[src/rtl/cmp_pkg.sv]
// cmp_pkg: shared types and constants for the nibble-serial comparator.
package cmp_pkg;
  localparam int NIBBLE = 4;
  typedef enum logic [1:0] {IDLE, SCAN, DONE} state_e;
  function automatic int nib_w(input int n);
    return (n > 1) ? $clog2(n) : 1;
  endfunction
endpackage

[src/rtl/cmp4_unit.sv]
// cmp4_unit: combinational 4-bit unsigned magnitude compare.
module cmp4_unit
  import cmp_pkg::*;
(
  input  logic [NIBBLE-1:0] a,
  input  logic [NIBBLE-1:0] b,
  output logic              gt,
  output logic              lt,
  output logic              eq
);
  assign gt = a > b;
  assign lt = a < b;
  assign eq = a == b;
endmodule

[src/rtl/nibble_serial_cmp_ctrl.sv]
// nibble_serial_cmp_ctrl: MSB-first nibble-serial compare with early exit.
// Define SIGNED_CMP_EN for two's complement operands.
module nibble_serial_cmp_ctrl
  import cmp_pkg::*;
#(
  parameter int WIDTH = 16
) (
  input  logic                            clk,
  input  logic                            rst,
  input  logic                            start_valid,
  output logic                            start_ready,
  input  logic [WIDTH-1:0]                a_in,
  input  logic [WIDTH-1:0]                b_in,
  output logic                            res_valid,
  input  logic                            res_ready,
  output logic                            a_grt_b,
  output logic                            a_less_b,
  output logic                            a_eq_b,
  output logic [$clog2(WIDTH/4):0]        cmp_cycles,
  output logic                            busy
);
  localparam int NIB = WIDTH / NIBBLE;
  localparam int IW = nib_w(NIB);
  localparam int CW = $clog2(NIB) + 1;
  state_e state_q, state_d;
  logic [WIDTH-1:0] a_q, a_d, b_q, b_d;
  logic [IW-1:0] idx_q, idx_d;
  logic [CW-1:0] cnt_q, cnt_d, cyc_q, cyc_d;
  logic gt_q, gt_d, lt_q, lt_d, eq_q, eq_d;
  logic [NIBBLE-1:0] a_nib, b_nib;
  logic gt, lt, eq;
`ifdef SIGNED_CMP_EN
  // Flipping the sign bit maps two's complement order onto unsigned order.
  logic msb;
  assign msb = idx_q == IW'(NIB - 1);
  assign a_nib = a_q[NIBBLE*idx_q +: NIBBLE] ^ {msb, 3'b000};
  assign b_nib = b_q[NIBBLE*idx_q +: NIBBLE] ^ {msb, 3'b000};
`else
  assign a_nib = a_q[NIBBLE*idx_q +: NIBBLE];
  assign b_nib = b_q[NIBBLE*idx_q +: NIBBLE];
`endif
  cmp4_unit u_cmp (.a(a_nib), .b(b_nib), .gt(gt), .lt(lt), .eq(eq));
  always_comb begin
    state_d = state_q;
    a_d = a_q;
    b_d = b_q;
    idx_d = idx_q;
    cnt_d = cnt_q;
    cyc_d = cyc_q;
    gt_d = gt_q;
    lt_d = lt_q;
    eq_d = eq_q;
    case (state_q)
      IDLE: if (start_valid) begin
        a_d = a_in;
        b_d = b_in;
        idx_d = IW'(NIB - 1);
        cnt_d = '0;
        state_d = SCAN;
      end
      SCAN: begin
        cnt_d = cnt_q + CW'(1);
        if (!eq) begin
          {gt_d, lt_d, eq_d} = {gt, lt, 1'b0};
          cyc_d = cnt_q + CW'(1);
          state_d = DONE;
        end else if (idx_q == '0) begin
          {gt_d, lt_d, eq_d} = 3'b001;
          cyc_d = CW'(NIB);
          state_d = DONE;
        end else
          idx_d = idx_q - IW'(1);
      end
      DONE: state_d = res_ready ? IDLE : DONE;
      default: state_d = IDLE;
    endcase
  end
  always_ff @(posedge clk or posedge rst) begin
    if (rst) begin
      state_q <= IDLE;
      a_q <= '0;
      b_q <= '0;
      idx_q <= '0;
      cnt_q <= '0;
      cyc_q <= '0;
      gt_q <= 1'b0;
      lt_q <= 1'b0;
      eq_q <= 1'b0;
    end else begin
      state_q <= state_d;
      a_q <= a_d;
      b_q <= b_d;
      idx_q <= idx_d;
      cnt_q <= cnt_d;
      cyc_q <= cyc_d;
      gt_q <= gt_d;
      lt_q <= lt_d;
      eq_q <= eq_d;
    end
  end
  assign start_ready = state_q == IDLE;
  assign res_valid = state_q == DONE;
  assign busy = state_q != IDLE;
  assign a_grt_b = gt_q;
  assign a_less_b = lt_q;
  assign a_eq_b = eq_q;
  assign cmp_cycles = cyc_q;
endmodule
[config.mk]
export PLATFORM = sky130hd
export DESIGN_NAME = nibble_serial_cmp_ctrl
export DESIGN_NICKNAME = d
export VERILOG_FILES = /design/src/rtl/cmp_pkg.sv /design/src/rtl/cmp4_unit.sv /design/src/rtl/nibble_serial_cmp_ctrl.sv
export SDC_FILE = /design/constraint.sdc
export NUM_CORES = 1
export LEC_CHECK = 0
export ABC_AREA = 1
export CORE_MARGIN = 2
export CORE_UTILIZATION = 55
export CTS_BUF_LIST = sky130_fd_sc_hd__clkbuf_16
export DETAILED_ROUTE_END_ITERATION = 16
export PLACE_DENSITY = 0.91
export SYNTH_ARGS = -nofsm -noshare
export SYNTH_HDL_FRONTEND = slang
export SYNTH_SLANG_ARGS = --single-unit
[constraint.sdc]
create_clock -name clk -period 3.4 [get_ports clk]
set_clock_uncertainty 0.15 [all_clocks]
set_input_delay 0.68 -clock clk [delete_from_list [all_inputs] [get_ports clk]]
set_output_delay 0.68 -clock clk [all_outputs]
set_load 0.01 [all_outputs]
# Word-level counts from Yosys, hierarchy flattened
# Index checks and enable logic that the tools add are counted.
dict set report word_totals {
  reg_bits 45
  in_bits 36
}
dict set report op_classes {
  add_sub_neg 2
  order_cmp 2
  n_eq_ne 8
  shift 2
  mux 18
  reduce_logical 9
}
# operator count
set op_table {}
lappend op_table {{$shiftx A16 B5 Y4} 2}
lappend op_table {{$mux W2} 7}
lappend op_table {{$mux W3} 3}
lappend op_table {{$reduce_and A2 Y1} 4}
lappend op_table {{$ne A2 B2 Y1 const B} 3}
lappend op_table {{$pmux W2 S3} 1}
lappend op_table {{$pmux W3 S2} 1}
lappend op_table {{$mux W1} 5}
lappend op_table {{$eq A4 B4 Y1} 1}
lappend op_table {{$gt A4 B4 Y1} 1}
lappend op_table {{$logic_not A2 Y1} 2}
lappend op_table {{$lt A4 B4 Y1} 1}
lappend op_table {{$pmux W2 S2} 1}
lappend op_table {{$reduce_and A4 Y1} 1}
lappend op_table {{$reduce_bool A2 Y1} 2}
lappend op_table {{$add A3 B1 Y3 const B} 1}
lappend op_table {{$ne A3 B3 Y1 const B} 1}
lappend op_table {{$eq A2 B1 Y1 const B} 1}
lappend op_table {{$eq A2 B2 Y1 const B} 1}
lappend op_table {{$ne A2 B1 Y1 const B} 1}
lappend op_table {{$sub A2 B1 Y2 const B} 1}

# Depth between registers and ports, before layout
# Gate-level depths: netlist of the first run.
dict set report depth {
  ltp_word 4
  ltp_mapped 13
  mapped_depth_nobuf 12
}

# Cells and area by module
# Synthesis of the first run repeated with hierarchy kept, for this count alone.
dict set report hier_totals {
  cells_unflattened 277
  hier_area_um2 2232.1
}
# mod instances cells_each area_per_inst_um2
set modules_own_cells {}
lappend modules_own_cells {nibble_serial_cmp_ctrl 1 257 2117.0}
lappend modules_own_cells {cmp4_unit 1 20 115.1}

# Worst setup path before layout of the first run
# OpenSTA, ideal clock, no wires.
dict set report synth_timing {
  path_type {register to register}
  start {register idx_q[0]}
  end {register cyc_q[2] (netlist: cmp_cycles[2])}
  setup_time_ns 0.117
  arrival_time_ns 1.770
  required_ns 3.133
  setup_slack_ns 1.364
  stages_incl_launch_ff 12
  period_less_slack_ns 2.036
  cell_sequence {dfrtp_1 -> clkbuf_1 -> o21ai_0 -> o22a_1 -> ha_1 -> nand2_1 -> nor2_2 -> inv_1 -> nand2_1 -> nand2_1 -> nand2_1 -> nand2_1}
}
dict set report synth_between {
  elab_chain_cells 4
  elab_cells_between_ends 7
  classes_between {2 x eq/ne; 2 x shift; 1 x mux; 2 x reduce/logical}
}
# element line
set synth_rtl {}
lappend synth_rtl {{start: declaration} nibble_serial_cmp_ctrl.sv:27} ;# logic [IW-1:0] idx_q, idx_d;
lappend synth_rtl {{start signal: assignment} nibble_serial_cmp_ctrl.sv:93} ;# idx_q <= idx_d;
lappend synth_rtl {{$shiftx A16 B5 Y4 (on tied branches)} {nibble_serial_cmp_ctrl.sv:39, nibble_serial_cmp_ctrl.sv:40}}
lappend synth_rtl {{$eq A4 B4 Y1} cmp4_unit.sv:13} ;# assign eq = a == b;
lappend synth_rtl {{$ne A2 B1 Y1 (no source line)} --}
lappend synth_rtl {{$reduce_and A2 Y1 (no source line)} --}
lappend synth_rtl {{end signal: assignment} nibble_serial_cmp_ctrl.sv:95} ;# cyc_q <= cyc_d;
lappend synth_rtl {{end: declaration} nibble_serial_cmp_ctrl.sv:28} ;# logic [CW-1:0] cnt_q, cnt_d, cyc_q, cyc_d;
# Several ways; a longest one is shown, not always the timed one.
# A chain may end at the register's enable or synchronous reset.

# Final worst setup path of the first run
dict set report layout_timing {
  start {register idx_q[0]}
  end {register lt_q (netlist: a_less_b)}
}
dict set report layout_between {
  elab_chain_cells 4
  elab_cells_between_ends 8
  classes_between {1 x order compare; 2 x eq/ne; 2 x shift; 1 x mux; 2 x reduce/logical}
}
# element line
set layout_rtl {}
lappend layout_rtl {{$shiftx A16 B5 Y4 (on tied branches)} {nibble_serial_cmp_ctrl.sv:39, nibble_serial_cmp_ctrl.sv:40}}
lappend layout_rtl {{$eq A4 B4 Y1} cmp4_unit.sv:13}
lappend layout_rtl {{$ne A2 B1 Y1 (no source line)} --}
lappend layout_rtl {{$reduce_and A2 Y1 (no source line)} --}
lappend layout_rtl {{end signal: assignment} nibble_serial_cmp_ctrl.sv:97} ;# lt_q <= lt_d;
lappend layout_rtl {{end: declaration} nibble_serial_cmp_ctrl.sv:29} ;# logic gt_q, gt_d, lt_q, lt_d, eq_q, eq_d;
# Several ways; a longest one is shown, not always the timed one.

==> results.toml, run 1 <==
[run_status]
run_status = "complete, no violations"

[setup_path]
end_kind = "register"
reg2reg_slack_ns = 0.65
arrival_ns = 2.78
required_ns = 3.43
r2r_cells = 11
critPathKind = "register to register"
path_max_fanout = 21
reg2reg_to = "a_less_b$_DFFE_PP0P_"
r2r-start = "idx_q[0]$_DFFE_PP0P_"
worst_setup_path_start_kind = "register"

[route]
wl_microns = 4624
via_per_inst = 5.291
wire_per_inst_microns = 12.92
ant_nets = 0
first_iter_violations = 128
vias = 1894
drc_errors = 0
firstDrtPassIters = 4

[sta]
slew_violations = 0
min_period_ns = 2.754
finalSetupViolations = 0
fmax_mhz = 363.1
rsz0062_at_grt = "false"
final_hold_viol_count = 0
final.period_utilization_pct = 81.00
tightest_slew_ns = 0.6785
tns_ns = 0
slew_headroom_pct = 54.61

[hold_path]
hp-start = "b_q[9]$_DFFE_PP0P_"
hold_end = "b_q[9]$_DFFE_PP0P_"
holdPathStages = 2
hold_class = "register to register"

[final_layout]
final_util_pct = 74.20
drive_gt1_share_pct = 5.484
nets = 351
n_antenna_cell = 0
area_growth_pct = 26.71

[floorplan]
die_height_microns = 67.13
num_io_pins = 45
core_area_sq_mm = 0.003744
fp-row-count = 22
die_x_microns = 67.13
die_area_sq_mm = 0.004506
initial_core_util_pct = 58.56

[clocking]
clock_latency_ns = 0.28
htreeDepth = 2
cts_buffers = 5
clock_sinks = 45
cts_resized = 0
clockBufferDepth = 2
cts_tree = "built"
cts_setup_buffers = 0
root_buffer = "clkbuf_16"
clk_pin_slew_ns = 0.06
ctsHoldBuffers = 0

[yosys]
syn_nets = 311
synthCells = 269
synth_edf_count = 0
synth_top_cell_area_share_pct = 51.37
async_reset_ff_share_pct = 100.0
synthTopCellsByArea = "dfrtp_1 (51%), nand2_1 (15%), nand3_1 (9.4%), o21ai_0 (4.1%), ha_1 (3.4%)"
ys.flop_type = "dfrtp_1"
yosysMostFrequentCell = "nand2_1"
ys_seq_elements = 45
yosysSeqAreaShare_pct = 51.37
synthesis.area_sq_mm = 0.002192
yosysTopAreaCell = "dfrtp_1"
ys_types = 23
synthTopCellsByCount = "nand2_1 (89), dfrtp_1 (45), nand3_1 (41)"
ys_warn_count = 0
synth_area_per_cell_sq_um = 8.149

[grt]
grt_max_degree = 46
grt_use_total_pct = 24.29
first_global_vias = 1882
grt_pass1_wl_microns = 8121
antenna_found_initial = 0
grt.overflow.total = 0

[power_and_ir_drop]
p_per_area_mw_per_mm2 = 966.4
vdd_drop_max_uv = 478.7
leakage_uw = 0.001399
total_power_uw = 2684

[placed_design]
dp_hpwl_microns = 3298
gp_congestion = 0.8527
io_buffers = 44

[run]
max-cap-violations = 0
[how the worst max path moves through the flow]
stage                                endpoint  cells after the start                  from  slack [ns]
detailed placement       a_less_b$_DFFE_PP0P_                     11  idx_q[0]$_DFFE_PP0P_        0.69
global placement         a_less_b$_DFFE_PP0P_                     11  idx_q[0]$_DFFE_PP0P_        0.74
finish                   a_less_b$_DFFE_PP0P_                     11  idx_q[0]$_DFFE_PP0P_        0.65
CTS                      a_less_b$_DFFE_PP0P_                     11  idx_q[0]$_DFFE_PP0P_        0.66
global route        cmp_cycles[2]$_DFFE_PP0P_                     11  idx_q[0]$_DFFE_PP0P_        0.37
floorplan           cmp_cycles[2]$_DFFE_PP0P_                     11  idx_q[0]$_DFFE_PP0P_        1.36
[metal layers]
layer  share of wire [%]  GRT usage (%)  wire length (microns)  vias to the layer above
met1                  43          31.31                   1985                      868
met4                 2.5          11.22                    117                        0
met2                  49          38.74                   2253                       63
met5                   0              0                      0                        -
met3                 5.8          6.000                    267                       12
li1                    -              -                      -                      951
[power by group]
group,internal (uW),switching [uW]
Sequential,790,192
Clock,265,188
Combinational,510,738
Total,1570,1120
[critical path: stages, from the launching register on]
cell and delay (ns):
dfrtp_1 0.71, inv_1 0.38, o21ai_0 0.30, o22ai_1 0.10, ha_1 0.30, nand2_1 0.06, nor2_2 0.15, inv_1 0.10
nand2_1 0.18, nand2_1 0.09, nand2_1 0.08, inv_1 0.04
[cells by family (layout without fill, tap and decap cells)]
family	Yosys count	in the layout	synth area share, %
xor gates and xnor gates	1	1	0.3996
adders and majority gates	6	6	3.425
AOI/OAI and AO/OA	31	31	7.763
DFF	45	45	51.37
and+or+nand+nor	156	156	30.88
buffers and inverters	30	71	6.164
[cell type report]
cell class | instances | area (sq um)
tap | 48 | 60.06
fill | 291 | 965.9
clock buffer | 5 | 125.1
timing repair buffer | 47 | 462.9
sequential | 45 | 1126
multi-input combinational | 194 | 930.9
clock inverter | 3 | 12.51
inverter | 16 | 60.06
[cells in the final DEF, fill, tap and decap left out]
| master | n |
|---|---|
| nand2_1 | 89 |
| dfrtp_1 | 45 |
| clkdlybuf4s50_1 | 44 |
| nand3_1 | 41 |
| o21ai_0 | 18 |
| nor2_1 | 18 |
| inv_1 | 14 |
| a21oi_1 | 6 |
| ha_1 | 6 |
| clkbuf_16 | 5 |
| o22ai_1 | 4 |
| nand2_2 | 3 |
| clkinv_1 | 3 |
| buf_4 | 3 |
| nor2_2 | 2 |
| o22a_1 | 2 |
| nor2_4 | 1 |
| nor2_8 | 1 |
| inv_2 | 1 |
| xnor2_1 | 1 |
| o211ai_1 | 1 |
| nand3b_1 | 1 |
| clkinv_2 | 1 |
[registers in the layout, summed over array words and instances, names as in the netlist]
register / cells
a_q: 16
b_q: 16
cmp_cycles: 3
cnt_q: 3
idx_q: 2
state_q: 2
a_eq_b: 1
a_grt_b: 1
a_less_b: 1
[per-stage QoR]
step / setup slack (ns) / hold WS, ns / area, sq um / instances
2_1_floorplan: 1.364 / 0.2866 / 2192 / 269
3_3_place_gp: 0.7416 / 0.3007 / 2640 / 350
3_5_place_dp: 0.6919 / 0.3041 / 2640 / 350
4_1_cts: 0.6613 / 0.3192 / 2778 / 358
5_1_grt: 0.3699 / 0.3362 / 2778 / 358
6_report: 0.6461 / 0.3186 / 2778 / 358
Power figures use the tool's default switching activity.
==> inputs of run 2 (changes only) <==
--- a/config.mk
+++ b/config.mk
@@ -7,10 +7,10 @@
 export LEC_CHECK = 0
 export ABC_AREA = 1
 export CORE_MARGIN = 2
-export CORE_UTILIZATION = 55
+export CORE_UTILIZATION = 46
 export CTS_BUF_LIST = sky130_fd_sc_hd__clkbuf_16
 export DETAILED_ROUTE_END_ITERATION = 16
-export PLACE_DENSITY = 0.91
+export PLACE_DENSITY = 0.82
 export SYNTH_ARGS = -nofsm -noshare
 export SYNTH_HDL_FRONTEND = slang
 export SYNTH_SLANG_ARGS = --single-unit
==> constraint.sdc (replaced) <==
create_clock -name clk -period 2.2 [get_ports clk]
set_clock_uncertainty 0.15 [all_clocks]
set_input_delay 0.44 -clock clk [delete_from_list [all_inputs] [get_ports clk]]
set_output_delay 0.44 -clock clk [all_outputs]
set_load 0.01 [all_outputs]
==> results.toml, run 2 (synthesized netlist as in run 1, its figures left out) <==
[run_status]
run_status = "complete, no violations"

[final_layout]
drive_gt1_share_pct = 8.889
multiInputGateArea_sq_um = 953.4
n_antenna_cell = 0
nets = 356
mostFrequentLayoutCells = "nand2_1 (87), dfrtp_1 (44), clkdlybuf4s50_1 (44)"
final_common_cell = "nand2_1"
final_util_pct = 61.45
fillers = 421
area_growth_pct = 30.65
reg_top3 = "a_q: 16 flops, b_q: 16 flops"
register_area_sq_mm = 0.001127

[sta]
min_period_ns = 2.121
final.period_utilization_pct = 96.42
fmax_mhz = 471.4
layout_setup_ws_ns = 0.07877
final_hold_viol_count = 0
tightest_slew_ns = 0.5435
finalSetupViolations = 0
slew_headroom_pct = 63.77
fin_hold_ws_ns = 0.3237
slew_violations = 0

[route]
via_per_inst = 5.195
firstDrtPassIters = 5
wire_per_inst_microns = 12.69
first_iter_violations = 105
vias = 1917
wl_microns = 4683
ant_nets = 0
drc_errors = 0

[hold_path]
holdPathStages = 2
hp-start = "b_q[11]$_DFFE_PP0P_"
hold_class = "register to register"
hold_end = "b_q[11]$_DFFE_PP0P_"

[clocking]
clk_pin_slew_ns = 0.06
clock_sinks = 45
htreeDepth = 2
clockBufferDepth = 2
cts_buffers = 5
root_buffer = "clkbuf_16"
cts_tree = "built"
ctsHoldBuffers = 0
clock_latency_ns = 0.28

[setup_path]
crit_buf_inv = 3
slowest_delay_ns = 0.52
critical_path.most_common_cell = "inv_1"
r2r_cells = 12
arrival_ns = 1.53
end_kind = "output pin"
reg2reg_slack_ns = 0.10
path_max_fanout = 2
cp_slowest_cell = "clkdlybuf4s50_1"
reg2reg_to = "a_less_b$_DFFE_PP0P_"
required_ns = 1.61
r2r-start = "idx_q[0]$_DFFE_PP0P_"
worst_setup_path_start_kind = "register"
cpLargestDelayFamily = "buffers and inverters"
worstPathCellList = "inv_1 > nand2_1 > inv_1 > clkdlybuf4s50_1"
critPathKind = "register to output pin"

[power_and_ir_drop]
p_per_area_mw_per_mm2 = 1536
leakage_uw = 0.001431
vdd_drop_max_uv = 802.3

[grt]
grt_max_degree = 46
grt.overflow.total = 0
grt_pass1_wl_microns = 8204
first_global_vias = 1842
antenna_found_initial = 0
grt_use_total_pct = 19.74

[floorplan]
initial_core_util_pct = 47.03
die_height_microns = 73.03
num_io_pins = 45
core_area_sq_mm = 0.004661
fp-row-count = 25
die_x_microns = 73.03
die_area_sq_mm = 0.005333

[placed_design]
dp_hpwl_microns = 3265
io_buffers = 44
gp_congestion = 0.9485
dp_slack_ns = -0.1273

[run]
max-cap-violations = 0
## run 2: cell count changes in the layout (fill, tap and decap cells not counted), sizes merged
cell  previous run  this run
buf              3         8
## run 2: worst max-delay path by stage
stage / from / end / slack [ns] / depth (start not counted)
3_3_place_gp: idx_q[1]$_DFFE_PP0P_ / cmp_cycles[2]$_DFFE_PP0P_ / 0.07 / 11
3_5_place_dp: idx_q[1]$_DFFE_PP0P_ / cmp_cycles[2]$_DFFE_PP0P_ / -0.13 / 11
4_1_cts: idx_q[0]$_DFFE_PP0P_ / cmp_cycles[2]$_DFFE_PP0P_ / 0.04 / 12
6_report: state_q[0]$_DFFE_PP0P_ / res_valid / 0.08 / 4
5_1_grt: idx_q[0]$_DFFE_PP0P_ / a_less_b$_DFFE_PP0P_ / -0.03 / 11
2_1_floorplan: idx_q[0]$_DFFE_PP0P_ / cmp_cycles[2]$_DFFE_PP0P_ / 0.16 / 11
## run 2: cell type report
class	count	area share (%)
Sequential cell	45	39.36
Multi-Input combinational cell	194	33.29
Timing Repair Buffer	52	18.04
Clock buffer	5	4.369
Tap cell	54	2.359
Inverter	16	2.141
Clock inverter	3	0.4369
## run 2: routing by layer
layer | part of all wire [%] | GRT usage [%] | vias to the layer above
li1 | - | - | 959
met1 | 44 | 25.72 | 875
met2 | 48 | 31.73 | 72
met3 | 5.8 | 4.696 | 11
met4 | 2.2 | 7.819 | 0
met5 | 0 | 0 | -
## run 2: stage by stage
step | power, uW | instance area, sq um | cells | TNS, ns
2_1_floorplan | 2903 | 2192 | 269 | 0
6_report | 4399 | 2864 | 369 | 0
3_3_place_gp | 3430 | 2698 | 361 | 0
4_1_cts | 4265 | 2840 | 369 | 0
5_1_grt | 4804 | 2864 | 369 | -0.06043
3_5_place_dp | 3521 | 2698 | 361 | -0.5276
## run 2: what timing repair did
action / 4_1_cts / 5_1_grt
buffers inserted: 0 / 0
endpoints found under the setup margin: 8 / 8
pin swaps: 0 / 1
gates resized for setup: 3 / 6
## run 2: worst register-to-register path, cell delays in order, from the launching register on
cell     delay (ns)
dfrtp_1        0.38
inv_2          0.07
buf_4          0.16
o21ai_0        0.18
o22ai_1        0.17
ha_4           0.33
nand2_2        0.08
nor2_4         0.11
inv_1          0.09
nand2_2        0.12
nand2_1        0.07
nand2_1        0.06
inv_1          0.04
## run 2: power breakdown
group | total (uW) | switching (uW) | internal [uW]
clock network | 701 | 291 | 410
registers | 1490 | 263 | 1220
logic | 2210 | 1280 | 935
total | 4400 | 1830 | 2570
